<file path="src/rtl/mc_ctrl_pkg.sv">
// Shared types and encodings for the multicycle RV32I controller.
package mc_ctrl_pkg;

  localparam int unsigned STATE_W = 4;
  localparam int unsigned ALUCTL_W = 4;
  localparam int unsigned OP_W = 7;

  typedef enum logic [STATE_W-1:0] {
    S_FETCH    = 4'd0,
    S_DECODE   = 4'd1,
    S_MEMADR   = 4'd2,
    S_MEMREAD  = 4'd3,
    S_MEMWB    = 4'd4,
    S_MEMWRITE = 4'd5,
    S_EXECUTER = 4'd6,
    S_EXECUTEI = 4'd7,
    S_ALUWB    = 4'd8,
    S_BRANCH   = 4'd9,
    S_JAL      = 4'd10,
    S_JALR     = 4'd11,
    S_JALRPC   = 4'd12,
    S_FAULT    = 4'd13
  } state_t;

  localparam logic [ALUCTL_W-1:0] ALU_ADD  = 4'b0000;
  localparam logic [ALUCTL_W-1:0] ALU_SUB  = 4'b0001;
  localparam logic [ALUCTL_W-1:0] ALU_AND  = 4'b0010;
  localparam logic [ALUCTL_W-1:0] ALU_OR   = 4'b0011;
  localparam logic [ALUCTL_W-1:0] ALU_XOR  = 4'b0100;
  localparam logic [ALUCTL_W-1:0] ALU_SLT  = 4'b0101;
  localparam logic [ALUCTL_W-1:0] ALU_SLTU = 4'b0110;
  localparam logic [ALUCTL_W-1:0] ALU_SLL  = 4'b0111;
  localparam logic [ALUCTL_W-1:0] ALU_SRL  = 4'b1000;
  localparam logic [ALUCTL_W-1:0] ALU_SRA  = 4'b1001;

  localparam logic [1:0] ALUOP_ADD   = 2'b00;
  localparam logic [1:0] ALUOP_SUB   = 2'b01;
  localparam logic [1:0] ALUOP_FUNCT = 2'b10;

  localparam logic [OP_W-1:0] OP_LOAD   = 7'b0000011;
  localparam logic [OP_W-1:0] OP_STORE  = 7'b0100011;
  localparam logic [OP_W-1:0] OP_R      = 7'b0110011;
  localparam logic [OP_W-1:0] OP_I      = 7'b0010011;
  localparam logic [OP_W-1:0] OP_BRANCH = 7'b1100011;
  localparam logic [OP_W-1:0] OP_JAL    = 7'b1101111;
  localparam logic [OP_W-1:0] OP_JALR   = 7'b1100111;

  localparam logic [1:0] FAULT_NONE    = 2'b00;
  localparam logic [1:0] FAULT_ILLEGAL = 2'b01;
  localparam logic [1:0] FAULT_TIMEOUT = 2'b10;

  localparam logic [1:0] RES_ALUOUT    = 2'b00;
  localparam logic [1:0] RES_DATA      = 2'b01;
  localparam logic [1:0] RES_ALURESULT = 2'b10;

  localparam logic [1:0] SRCA_PC    = 2'b00;
  localparam logic [1:0] SRCA_OLDPC = 2'b01;
  localparam logic [1:0] SRCA_A     = 2'b10;

  localparam logic [1:0] SRCB_B    = 2'b00;
  localparam logic [1:0] SRCB_IMM  = 2'b01;
  localparam logic [1:0] SRCB_FOUR = 2'b10;

  localparam logic [1:0] IMM_I = 2'b00;
  localparam logic [1:0] IMM_S = 2'b01;
  localparam logic [1:0] IMM_B = 2'b10;
  localparam logic [1:0] IMM_J = 2'b11;

  // Immediate format implied by the opcode; I-format covers everything else.
  function automatic logic [1:0] imm_sel(input logic [OP_W-1:0] op);
    case (op)
      OP_STORE:  return IMM_S;
      OP_BRANCH: return IMM_B;
      OP_JAL:    return IMM_J;
      default:   return IMM_I;
    endcase
  endfunction

endpackage

</file>
<file path="src/rtl/mc_controller_if.sv">
// Controller <-> datapath/memory bundle: IR fields and flags in, control strobes out.
interface mc_controller_if;
  logic [6:0] op;
  logic [2:0] funct3;
  logic       funct7b5;
  logic       Zero;
  logic       LtS;
  logic       LtU;
  logic       mem_ready;
  logic       mem_req;
  logic       AdrSrc;
  logic       MemWrite;
  logic       IRWrite;
  logic       PCWrite;
  logic       RegWrite;
  logic [1:0] ResultSrc;
  logic [1:0] ALUSrcA;
  logic [1:0] ALUSrcB;
  logic [1:0] ImmSrc;
  logic [3:0] ALUControl;
  logic       instr_done;
  logic [1:0] fault;

  modport master (
    input  op, funct3, funct7b5, Zero, LtS, LtU, mem_ready,
    output mem_req, AdrSrc, MemWrite, IRWrite, PCWrite, RegWrite,
           ResultSrc, ALUSrcA, ALUSrcB, ImmSrc, ALUControl, instr_done, fault
  );

  modport slave (
    output op, funct3, funct7b5, Zero, LtS, LtU, mem_ready,
    input  mem_req, AdrSrc, MemWrite, IRWrite, PCWrite, RegWrite,
           ResultSrc, ALUSrcA, ALUSrcB, ImmSrc, ALUControl, instr_done, fault
  );
endinterface

</file>
<file path="src/rtl/mc_aludec.sv">
// ALU operation decoder: ALUOp plus funct fields to ALUControl.
module mc_aludec
  import mc_ctrl_pkg::*;
(
  input  logic                op5,
  input  logic [2:0]          funct3,
  input  logic                funct7b5,
  input  logic [1:0]          aluop,
  output logic [ALUCTL_W-1:0] alucontrol
);

  always_comb begin
    alucontrol = ALU_ADD;
    case (aluop)
      ALUOP_SUB: alucontrol = ALU_SUB;
      ALUOP_FUNCT: begin
        case (funct3)
          // op5 separates sub from addi, whose IR[30] is immediate data
          3'b000:  alucontrol = (op5 && funct7b5) ? ALU_SUB : ALU_ADD;
          3'b001:  alucontrol = ALU_SLL;
          3'b010:  alucontrol = ALU_SLT;
          3'b011:  alucontrol = ALU_SLTU;
          3'b100:  alucontrol = ALU_XOR;
          3'b101:  alucontrol = funct7b5 ? ALU_SRA : ALU_SRL;
          3'b110:  alucontrol = ALU_OR;
          default: alucontrol = ALU_AND;
        endcase
      end
      default: alucontrol = ALU_ADD;
    endcase
  end

endmodule

</file>
<file path="src/rtl/mc_controller.sv">
// Multicycle RV32I control FSM with memory handshake, wait timeout and fault state.
// Define CTRL_FULL_BRANCH_EN to add blt/bge/bltu/bgeu to the BRANCH state.
module mc_controller
  import mc_ctrl_pkg::*;
#(
  parameter int unsigned TIMEOUT = 15,
  parameter int unsigned CNT_W   = 4
) (
  input logic clk,
  input logic reset,
  mc_controller_if.master bus
);

  state_t             state, state_next;
  logic [CNT_W-1:0]   wait_cnt, wait_cnt_next;
  logic [1:0]         fault_q, fault_next;
  logic [1:0]         aluop;
  logic               br_legal, br_take, wait_expired;
  logic               mem_req, adr_src, mem_write, ir_write, pc_write, reg_write, instr_done;
  logic [1:0]         result_src, alu_src_a, alu_src_b, imm_src;
  logic [ALUCTL_W-1:0] alu_control;

  assign wait_expired = (wait_cnt == CNT_W'(TIMEOUT));

  // Branch condition and legality of the branch funct3
  always_comb begin
    br_legal = 1'b0;
    br_take  = 1'b0;
    case (bus.funct3)
      3'b000: begin br_legal = 1'b1; br_take = bus.Zero;  end
      3'b001: begin br_legal = 1'b1; br_take = ~bus.Zero; end
`ifdef CTRL_FULL_BRANCH_EN
      3'b100: begin br_legal = 1'b1; br_take = bus.LtS;  end
      3'b101: begin br_legal = 1'b1; br_take = ~bus.LtS; end
      3'b110: begin br_legal = 1'b1; br_take = bus.LtU;  end
      3'b111: begin br_legal = 1'b1; br_take = ~bus.LtU; end
`endif
      default: ;
    endcase
  end

`ifndef CTRL_FULL_BRANCH_EN
  logic unused_lt;
  assign unused_lt = bus.LtS ^ bus.LtU;
`endif

  always_ff @(posedge clk) begin
    if (reset) begin
      state    <= S_FETCH;
      wait_cnt <= '0;
      fault_q  <= FAULT_NONE;
    end else begin
      state    <= state_next;
      wait_cnt <= wait_cnt_next;
      fault_q  <= fault_next;
    end
  end

  always_comb begin
    state_next    = state;
    wait_cnt_next = '0;
    fault_next    = fault_q;
    mem_req       = 1'b0;
    adr_src       = 1'b0;
    mem_write     = 1'b0;
    ir_write      = 1'b0;
    pc_write      = 1'b0;
    reg_write     = 1'b0;
    instr_done    = 1'b0;
    result_src    = RES_ALUOUT;
    alu_src_a     = SRCA_PC;
    alu_src_b     = SRCB_B;
    imm_src       = IMM_I;
    aluop         = ALUOP_ADD;

    case (state)
      S_FETCH: begin
        mem_req    = 1'b1;
        alu_src_b  = SRCB_FOUR;
        result_src = RES_ALURESULT;
        if (bus.mem_ready) begin
          ir_write   = 1'b1;
          pc_write   = 1'b1;
          state_next = S_DECODE;
        end
      end
      S_DECODE: begin
        alu_src_a = SRCA_OLDPC;
        alu_src_b = SRCB_IMM;
        imm_src   = imm_sel(bus.op);
        case (bus.op)
          OP_LOAD, OP_STORE: state_next = S_MEMADR;
          OP_R:              state_next = S_EXECUTER;
          OP_I:              state_next = S_EXECUTEI;
          OP_JAL:            state_next = S_JAL;
          OP_JALR:           state_next = S_JALR;
          OP_BRANCH: begin
            if (br_legal) begin
              state_next = S_BRANCH;
            end else begin
              state_next = S_FAULT;
              fault_next = FAULT_ILLEGAL;
            end
          end
          default: begin
            state_next = S_FAULT;
            fault_next = FAULT_ILLEGAL;
          end
        endcase
      end
      S_MEMADR: begin
        alu_src_a  = SRCA_A;
        alu_src_b  = SRCB_IMM;
        imm_src    = (bus.op == OP_STORE) ? IMM_S : IMM_I;
        state_next = (bus.op == OP_STORE) ? S_MEMWRITE : S_MEMREAD;
      end
      S_MEMREAD: begin
        mem_req = 1'b1;
        adr_src = 1'b1;
        if (bus.mem_ready) state_next = S_MEMWB;
      end
      S_MEMWB: begin
        result_src = RES_DATA;
        reg_write  = 1'b1;
        instr_done = 1'b1;
        state_next = S_FETCH;
      end
      S_MEMWRITE: begin
        mem_req   = 1'b1;
        adr_src   = 1'b1;
        mem_write = 1'b1;
        if (bus.mem_ready) begin
          instr_done = 1'b1;
          state_next = S_FETCH;
        end
      end
      S_EXECUTER: begin
        alu_src_a  = SRCA_A;
        aluop      = ALUOP_FUNCT;
        state_next = S_ALUWB;
      end
      S_EXECUTEI: begin
        alu_src_a  = SRCA_A;
        alu_src_b  = SRCB_IMM;
        aluop      = ALUOP_FUNCT;
        state_next = S_ALUWB;
      end
      S_ALUWB: begin
        reg_write  = 1'b1;
        instr_done = 1'b1;
        state_next = S_FETCH;
      end
      S_BRANCH: begin
        alu_src_a  = SRCA_A;
        aluop      = ALUOP_SUB;
        pc_write   = br_take;
        instr_done = 1'b1;
        state_next = S_FETCH;
      end
      S_JAL: begin
        alu_src_a  = SRCA_OLDPC;
        alu_src_b  = SRCB_FOUR;
        pc_write   = 1'b1;
        state_next = S_ALUWB;
      end
      S_JALR: begin
        alu_src_a  = SRCA_A;
        alu_src_b  = SRCB_IMM;
        state_next = S_JALRPC;
      end
      S_JALRPC: begin
        alu_src_a  = SRCA_OLDPC;
        alu_src_b  = SRCB_FOUR;
        pc_write   = 1'b1;
        state_next = S_ALUWB;
      end
      S_FAULT: ;
      default: state_next = S_FETCH;
    endcase

    // Every memory state stalls on !mem_ready; ready at the limit still completes
    if (mem_req && !bus.mem_ready) begin
      if (wait_expired) begin
        state_next = S_FAULT;
        fault_next = FAULT_TIMEOUT;
      end else begin
        wait_cnt_next = wait_cnt + CNT_W'(1);
      end
    end

    if (reset) begin
      mem_req    = 1'b0;
      mem_write  = 1'b0;
      ir_write   = 1'b0;
      pc_write   = 1'b0;
      reg_write  = 1'b0;
      instr_done = 1'b0;
    end
  end

  mc_aludec u_aludec (
    .op5        (bus.op[5]),
    .funct3     (bus.funct3),
    .funct7b5   (bus.funct7b5),
    .aluop      (aluop),
    .alucontrol (alu_control)
  );

  assign bus.mem_req    = mem_req;
  assign bus.AdrSrc     = adr_src;
  assign bus.MemWrite   = mem_write;
  assign bus.IRWrite    = ir_write;
  assign bus.PCWrite    = pc_write;
  assign bus.RegWrite   = reg_write;
  assign bus.ResultSrc  = result_src;
  assign bus.ALUSrcA    = alu_src_a;
  assign bus.ALUSrcB    = alu_src_b;
  assign bus.ImmSrc     = imm_src;
  assign bus.ALUControl = alu_control;
  assign bus.instr_done = instr_done;
  assign bus.fault      = fault_q;

endmodule

</file>
<file path="src/flat_wrapper.sv">
// flat-port wrapper written by rule: the top's interface ports become plain ports
module mc_controller_flat import mc_ctrl_pkg::*;
#(
  parameter int unsigned TIMEOUT = 15,
  parameter int unsigned CNT_W   = 4
)
  (clk, reset, bus_op, bus_funct3, bus_funct7b5, bus_Zero, bus_LtS, bus_LtU, bus_mem_ready, bus_mem_req, bus_AdrSrc, bus_MemWrite, bus_IRWrite, bus_PCWrite, bus_RegWrite, bus_ResultSrc, bus_ALUSrcA, bus_ALUSrcB, bus_ImmSrc, bus_ALUControl, bus_instr_done, bus_fault);
  mc_controller_if bus_i ();
  input logic clk;
  input logic reset;
  input wire logic [$bits(bus_i.op)-1:0] bus_op;
  input wire logic [$bits(bus_i.funct3)-1:0] bus_funct3;
  input wire logic [$bits(bus_i.funct7b5)-1:0] bus_funct7b5;
  input wire logic [$bits(bus_i.Zero)-1:0] bus_Zero;
  input wire logic [$bits(bus_i.LtS)-1:0] bus_LtS;
  input wire logic [$bits(bus_i.LtU)-1:0] bus_LtU;
  input wire logic [$bits(bus_i.mem_ready)-1:0] bus_mem_ready;
  output wire logic [$bits(bus_i.mem_req)-1:0] bus_mem_req;
  output wire logic [$bits(bus_i.AdrSrc)-1:0] bus_AdrSrc;
  output wire logic [$bits(bus_i.MemWrite)-1:0] bus_MemWrite;
  output wire logic [$bits(bus_i.IRWrite)-1:0] bus_IRWrite;
  output wire logic [$bits(bus_i.PCWrite)-1:0] bus_PCWrite;
  output wire logic [$bits(bus_i.RegWrite)-1:0] bus_RegWrite;
  output wire logic [$bits(bus_i.ResultSrc)-1:0] bus_ResultSrc;
  output wire logic [$bits(bus_i.ALUSrcA)-1:0] bus_ALUSrcA;
  output wire logic [$bits(bus_i.ALUSrcB)-1:0] bus_ALUSrcB;
  output wire logic [$bits(bus_i.ImmSrc)-1:0] bus_ImmSrc;
  output wire logic [$bits(bus_i.ALUControl)-1:0] bus_ALUControl;
  output wire logic [$bits(bus_i.instr_done)-1:0] bus_instr_done;
  output wire logic [$bits(bus_i.fault)-1:0] bus_fault;
  assign bus_i.op = bus_op;
  assign bus_i.funct3 = bus_funct3;
  assign bus_i.funct7b5 = bus_funct7b5;
  assign bus_i.Zero = bus_Zero;
  assign bus_i.LtS = bus_LtS;
  assign bus_i.LtU = bus_LtU;
  assign bus_i.mem_ready = bus_mem_ready;
  assign bus_mem_req = bus_i.mem_req;
  assign bus_AdrSrc = bus_i.AdrSrc;
  assign bus_MemWrite = bus_i.MemWrite;
  assign bus_IRWrite = bus_i.IRWrite;
  assign bus_PCWrite = bus_i.PCWrite;
  assign bus_RegWrite = bus_i.RegWrite;
  assign bus_ResultSrc = bus_i.ResultSrc;
  assign bus_ALUSrcA = bus_i.ALUSrcA;
  assign bus_ALUSrcB = bus_i.ALUSrcB;
  assign bus_ImmSrc = bus_i.ImmSrc;
  assign bus_ALUControl = bus_i.ALUControl;
  assign bus_instr_done = bus_i.instr_done;
  assign bus_fault = bus_i.fault;
  mc_controller #(.TIMEOUT(TIMEOUT), .CNT_W(CNT_W)) u_core (.clk(clk), .reset(reset), .bus(bus_i));
endmodule
</file>
<file path="config.mk">
export PLATFORM = sky130hd
export DESIGN_NAME = mc_controller_flat
export DESIGN_NICKNAME = d
export VERILOG_FILES = /design/src/rtl/mc_ctrl_pkg.sv /design/src/rtl/mc_controller_if.sv /design/src/rtl/mc_aludec.sv /design/src/rtl/mc_controller.sv /design/src/flat_wrapper.sv
export SDC_FILE = /design/constraint.sdc
export NUM_CORES = 1
export LEC_CHECK = 0
export CORE_AREA = 3 3 56 58
export DETAILED_ROUTE_END_ITERATION = 8
export DIE_AREA = 0 0 59 61
export PLACE_DENSITY = 0.84
export SYNTH_ARGS = -nofsm -noshare
export SYNTH_HDL_FRONTEND = slang
export SYNTH_SLANG_ARGS = --single-unit
</file>
<file path="constraint.sdc">
create_clock -name clk -period 2 [get_ports clk]
set_clock_uncertainty 0.2 [all_clocks]
set_input_delay 0.4 -clock clk [delete_from_list [all_inputs] [get_ports clk]]
set_output_delay 0.4 -clock clk [all_outputs]
set_load 0.02 [all_outputs]
</file>
==> results of run 1 <==
## logic make-up after synthesis
group	Yosys count
flip-flops	10
AO/OA/AOI/OAI	39
multiplexers	3
AND/OR/NAND/NOR	70
adder cells (fa/ha/maj)	3
XOR/XNOR	5
buffers and inverters	18
## final cells by class
class / instances / area, sq um
fill: 149 / 412.9
inverter: 10 / 42.54
sequential: 10 / 210.2
multi-input combinational: 120 / 1119
tap: 31 / 38.79
clock buffer: 3 / 22.52
timing repair buffer: 97 / 864.6
## path summary, 6_finish.rpt
path                        end  slack (ps)  depth (start not counted)
max reg2reg     u_core.state[1]          40                          7
max                 bus_PCWrite        -280                          7
min          u_core.wait_cnt[0]         260                          1
min reg2reg  u_core.wait_cnt[0]         260                          1
## flip-flops by register name, indices dropped and copies added (netlist names)
name,count
u_core.wait_cnt,4
u_core.bus.fault,2
u_core.state,4
## cell usage in the layout, fill, tap and decap left out, drive strengths merged, types with 2 or more instances in the layout
cell type | Yosys | final
clkdlybuf4s15 | 0 | 2
nor2 | 14 | 14
o221ai | 2 | 2
xnor2 | 3 | 3
a221oi | 2 | 2
ha | 3 | 3
inv | 10 | 10
buf | 3 | 81
a2111oi | 2 | 2
dlygate4sd2 | 0 | 8
o21ai | 8 | 8
clkdlybuf4s50 | 0 | 5
nand2 | 13 | 13
and2 | 2 | 2
nor3 | 9 | 9
nand3 | 7 | 7
nand2b | 5 | 5
a21oi | 7 | 7
mux2i | 2 | 2
a31oi | 5 | 5
or2 | 2 | 2
a21o | 2 | 2
nor2b | 7 | 7
xor2 | 2 | 2
clkbuf | 5 | 4
nor4 | 2 | 2
nand4 | 2 | 2
dfxtp | 10 | 10
o32ai | 2 | 2
## power groups by stage
stage | sequential, mW | clock (mW) | combinational (mW)
after floorplan | 0.244 | 0 | 0.371
after global placement | 0.243 | 0 | 0.713
after detailed placement | 0.245 | 0 | 0.737
after CTS | 0.248 | 0.133 | 0.893
after global routing | 0.258 | 0.144 | 1.13
final | 0.257 | 0.138 | 1.07
## timing repair
item	in CTS	in global routing
pin swaps	17	10
buffers inserted	10	5
gates resized for setup	175	38
endpoints found under the setup margin	20	22
gates cloned	0	0
## stage by stage
| stage | setup TNS [ps] | setup WS (ps) | cell area (sq um) | cells | power (mW) |
|---|---|---|---|---|---|
| global route | -3179 | -362.5 | 2297 | 271 | 1.531 |
| global placement | -8848 | -660.2 | 1814 | 254 | 0.9557 |
| floorplan | -147.8 | -98.20 | 1105 | 148 | 0.6153 |
| CTS | -1267 | -247.5 | 2117 | 267 | 1.274 |
| finish | -2296 | -277.7 | 2297 | 271 | 1.469 |
| detailed placement | -10330 | -824.4 | 1814 | 254 | 0.9817 |
## per-layer routing
layer,track usage,wire length [microns],up-vias
met1,0.2868,1825,766
li1,-,-,725
met5,0,0,-
met3,0.03830,296,29
met2,0.5394,2820,83
met4,0.09709,280,0
## Yosys cell counts, drive strengths merged (5+ instances only)
master,count
nand2b,5
dfxtp,10
nand2,13
inv,10
nor2,14
o21ai,8
nor3,9
a21oi,7
clkbuf,5
a31oi,5
nor2b,7
nand3,7
## worst reg2reg max path: cells and delay by family (launching register included)
family | cells | cell delay, ps
and+or+nand+nor | 1 | 290
DFF | 1 | 360
buffers and inverters | 3 | 540
AOI/OAI and AO/OA | 3 | 470
==> results_dict.tcl, run 1 <==
set metrics [dict create \
    yosys-mux-area-fraction 0.02966 \
    critPathArrivalTime_ps 1680 \
    rsz0062_at_grt "true" \
    maxCapViolations 0 \
    clk_latency_ps 270 \
    fin_crit_ps 2278 \
    synth_edf_count 0 \
    grt_pass1_vias 1659 \
    worstSetupStartpointType "flip-flop" \
    p_switching_uw 632.0 \
    intPower_uw 836.9 \
    relSlewSlack 0.6681 \
    overflow 0 \
    num_rows 19 \
    cp_cell_sequence "buf_8 > buf_12 > nor2_4 > nand2_2 > a31oi_1 > o21a_1 > buf_6" \
    fp.dieH_microns 61 \
    drc 0 \
    antenna_found_initial 0 \
    cp_top_family "buffers and inverters" \
    synth-seq-area-share 0.1898 \
    fp.dieArea_sq_mm 0.003599 \
    grt_use_total 0.2712 \
    cp_max_fo 6 \
    root_buffer "clkbuf_4" \
    finalCritPeriodShare 1.139 \
    ys.flop_type "dfxtp_1" \
    grt_max_degree 16 \
    ys_top_cells_by_area "dfxtp_1 19%, nand2_1 4.6%, nor2_1 4.6%" \
    synth_warnings 0 \
    final_core_util 0.8476 \
    status "complete, but fails checks" \
    synth_top_cell_by_area "dfxtp_1" \
    cts_buffer_depth 2 \
    synthCells 148 \
    route.vias.total 1603 \
    finalWorstSetupSlack_ps -277.7 \
    synth_compound_area_frac 0.2693 \
    drtAntennaViolNets 0 \
    avgSynthCellArea_sq_um 7.127 \
    synth_cell_type_count 47 \
    wl_per_cell_microns 19.27 \
    antenna_cells 0 \
    start_util 0.3892 \
    fp.dieW_microns 59 \
    holdWs_ps 261.0 \
    cts_tree "built" \
    worstHoldStart "u_core.wait_cnt[0]" \
    setup_violations 18 \
    syn-num-nets 168 \
    seqPwrFrac 0.175 \
    failed_checks "setup timing" \
    hold_buffers 0 \
    port_buffers 35 \
    pwr-share-comb 0.731 \
    routabilityCongestion 0.9134 \
    finalHoldViolCount 0 \
    yosys.area_share.adder 0.03559 \
    finalWirelength_mm 5.221 \
    numCtsBuffers 3 \
    slew_viol_final 0 \
    viasPerCell 5.915 \
    netlist.area_leader.share 0.1898 \
    htreeDepth 1 \
    max_freq_mhz 439.0 \
    critPathMaxStageDelay_ps 340 \
    pwr-share-clk 0.094 \
    swShare 0.4303 \
    hold_path_class "flip-flop to flip-flop" \
    cts_sinks 10 \
    area_growth_pct 117.8 \
    required_ps 1400 \
    cts.clk_slew.worst_paths_ps 60 \
    worst_setup_path_end_kind "primary output" \
    yosys_register_bits 10 \
    nets 262 \
    p_leak_nw 0.9656 \
    powerDensity_mw_per_mm2 639.4 \
    dr.pass1.iters 4 \
    critical_path_buf_inv_count 3 \
    worst_pin_slew_ps 497.8 \
    dr.first_iter.drc_count 87 \
    syn_area_sq_mm 0.001055 \
    io_pins 38 \
    reg2reg_from "u_core.state[1]" \
    core_sq_mm 0.002710 \
    crit_type "flip-flop to primary output" \
    grt_pass1_wl_mm 7.500 \
    async_flop_share 0 \
    synth-simple-area-share 0.3642 \
    synth_xor_xnor_area_share 0.04152 \
    dp_hpwl_mm 3.188 \
    crit_slowest_cell "dfxtp_2" \
    critPathLaunch "u_core.state[3]" \
    synth_top_family_by_area "simple AND/OR/NAND/NOR gates" \
    drive_gt1_frac 0.5833 \
    ir_drop_mv 0.6672 \
]
No activity file was read; power rests on OpenSTA's default activity.
==> run 2, diff against run 1 <==
--- a/config.mk
+++ b/config.mk
@@ -9,6 +9,7 @@
 export DETAILED_ROUTE_END_ITERATION = 8
 export DIE_AREA = 0 0 59 61
 export PLACE_DENSITY = 0.84
+export SETUP_SLACK_MARGIN = 0.1
 export SYNTH_ARGS = -nofsm -noshare
 export SYNTH_HDL_FRONTEND = slang
 export SYNTH_SLANG_ARGS = --single-unit
==> results_dict.tcl, run 2 (same netlist as run 1, synthesis figures left out) <==
set metrics [dict create \
    nets 271 \
    antenna_found_initial 0 \
    required_ps 1400 \
    finalWirelength_mm 5.999 \
    max_freq_mhz 441.8 \
    dp_cells 259 \
    core_sq_mm 0.002710 \
    overflow 0 \
    maxCapViolations 0 \
    fp.dieH_microns 61 \
    area_growth_pct 127.6 \
    setup_violations 18 \
    port_buffers 35 \
    cts_tree "built" \
    cp_cell_sequence "inv_4 > nor3_4 > inv_2 > ha_4 > a31oi_1 > nor2_1 > buf_4" \
    cts.clk_slew.worst_paths_ps 70 \
    htreeDepth 1 \
    grt_use_total 0.2833 \
    antenna_cells 0 \
    routabilityCongestion 0.8974 \
    root_buffer "clkbuf_4" \
    ir_drop_mv 0.6146 \
    grt_max_degree 9 \
    num_rows 19 \
    cts_buffer_depth 2 \
    grt_pass1_wl_mm 7.810 \
    finalCritPeriodShare 1.132 \
    dr.pass1.iters 4 \
    io_pins 38 \
    worstSetupStartpointType "flip-flop" \
    status "complete, but fails checks" \
    dp_hpwl_mm 3.432 \
    rsz0062_at_grt "true" \
    setup_tns_ps -2722 \
    critPathMaxStageDelay_ps 410 \
    drtAntennaViolNets 0 \
    instances_no_fill 281 \
    dr.first_iter.drc_count 148 \
    fp.dieW_microns 59 \
    fin_crit_ps 2263 \
    failed_checks "setup timing" \
    wl_per_cell_microns 21.35 \
    crit_type "flip-flop to primary output" \
    route.vias.total 1740 \
    finalHoldViolCount 0 \
    critPathArrivalTime_ps 1660 \
    finalWorstSetupSlack_ps -263.4 \
    mostFrequentLayoutCells "65 x buf_4, 22 x buf_6, 11 x dlygate4sd2_1, 9 x nand2_1, 9 x nor2_1" \
    cts_sinks 10 \
    numCtsBuffers 3 \
    grt_pass1_vias 1677 \
    clk_latency_ps 270 \
    start_util 0.3892 \
    worst_setup_path_end_kind "primary output" \
    powerDensity_mw_per_mm2 621.7 \
    cp_max_fo 4 \
    crit_slowest_cell "dfxtp_4" \
    fp.dieArea_sq_mm 0.003599 \
    drive_gt1_frac 0.6240 \
    holdWs_ps 262.9 \
    layout_commonest_cell "buf_4" \
    drc 0 \
    hold_path_class "flip-flop to flip-flop" \
    slew_viol_final 0 \
    p_leak_nw 1.025 \
    viasPerCell 6.192 \
    worst_pin_slew_ps 478.3 \
    relSlewSlack 0.6811 \
]
run 2: path summary, 6_finish.rpt:
path | start | to | slack [ps] | cells after the start
worst max register to register | u_core.state[3] | u_core.state[1] | 10 | 8
worst min-delay path | u_core.wait_cnt[0] | u_core.wait_cnt[0] | 260 | 1
worst min register to register | u_core.wait_cnt[0] | u_core.wait_cnt[0] | 260 | 1
worst max-delay path | u_core.state[2] | bus_ALUControl[0] | -260 | 7
run 2: power by group:
group	switching (mW)	internal (mW)
combinational	0.547	0.537
clock	0.0702	0.0769
sequential	0.0366	0.225
run 2: layout make-up:
class	count	area (sq um)
Clock buffer	4	26.28
Fill cell	116	309.0
Inverter	10	42.54
Multi-Input combinational cell	120	1139
Sequential cell	10	215.2
Tap cell	31	38.79
Timing Repair Buffer	106	939.7
run 2: what timing repair did:
action | in CTS | in global routing
endpoints found under the setup margin | 24 | 22
hold buffers | 0 | 0
endpoints found under the hold margin | 0 | 0
setup buffers | 12 | 7
resized for setup | 174 | 38
pin swaps | 16 | 9
run 2: per-stage QoR:
| step | setup WS [ps] | instance area (sq um) | total power [mW] | utilization |
|---|---|---|---|---|
| final | -263.4 | 2401 | 1.493 | 0.8860 |
| after global routing | -307.0 | 2401 | 1.550 | 0.8860 |
| after CTS | -197.0 | 2217 | 1.320 | 0.8181 |
| after detailed placement | -811.8 | 1909 | 1.049 | 0.7045 |
| after global placement | -684.9 | 1909 | 1.015 | 0.7045 |
| after floorplan | -45.93 | 1166 | 0.6369 | - |
run 2: per-layer routing:
layer | GRT usage | vias to the layer above | part of all wire
li1 | - | 752 | -
met1 | 0.2948 | 794 | 0.34
met2 | 0.5647 | 134 | 0.51
met3 | 0.04894 | 60 | 0.076
met4 | 0.09709 | 0 | 0.070
met5 | 0 | - | 0
run 2: worst max-delay path: cells and delay by family, from the launching register on:
family,cells,cell delay [ps]
buffers and inverters,3,310
DFF,1,410
AOI/OAI and AO/OA,1,170
and+or+nand+nor,2,330
adders and majority gates,1,160
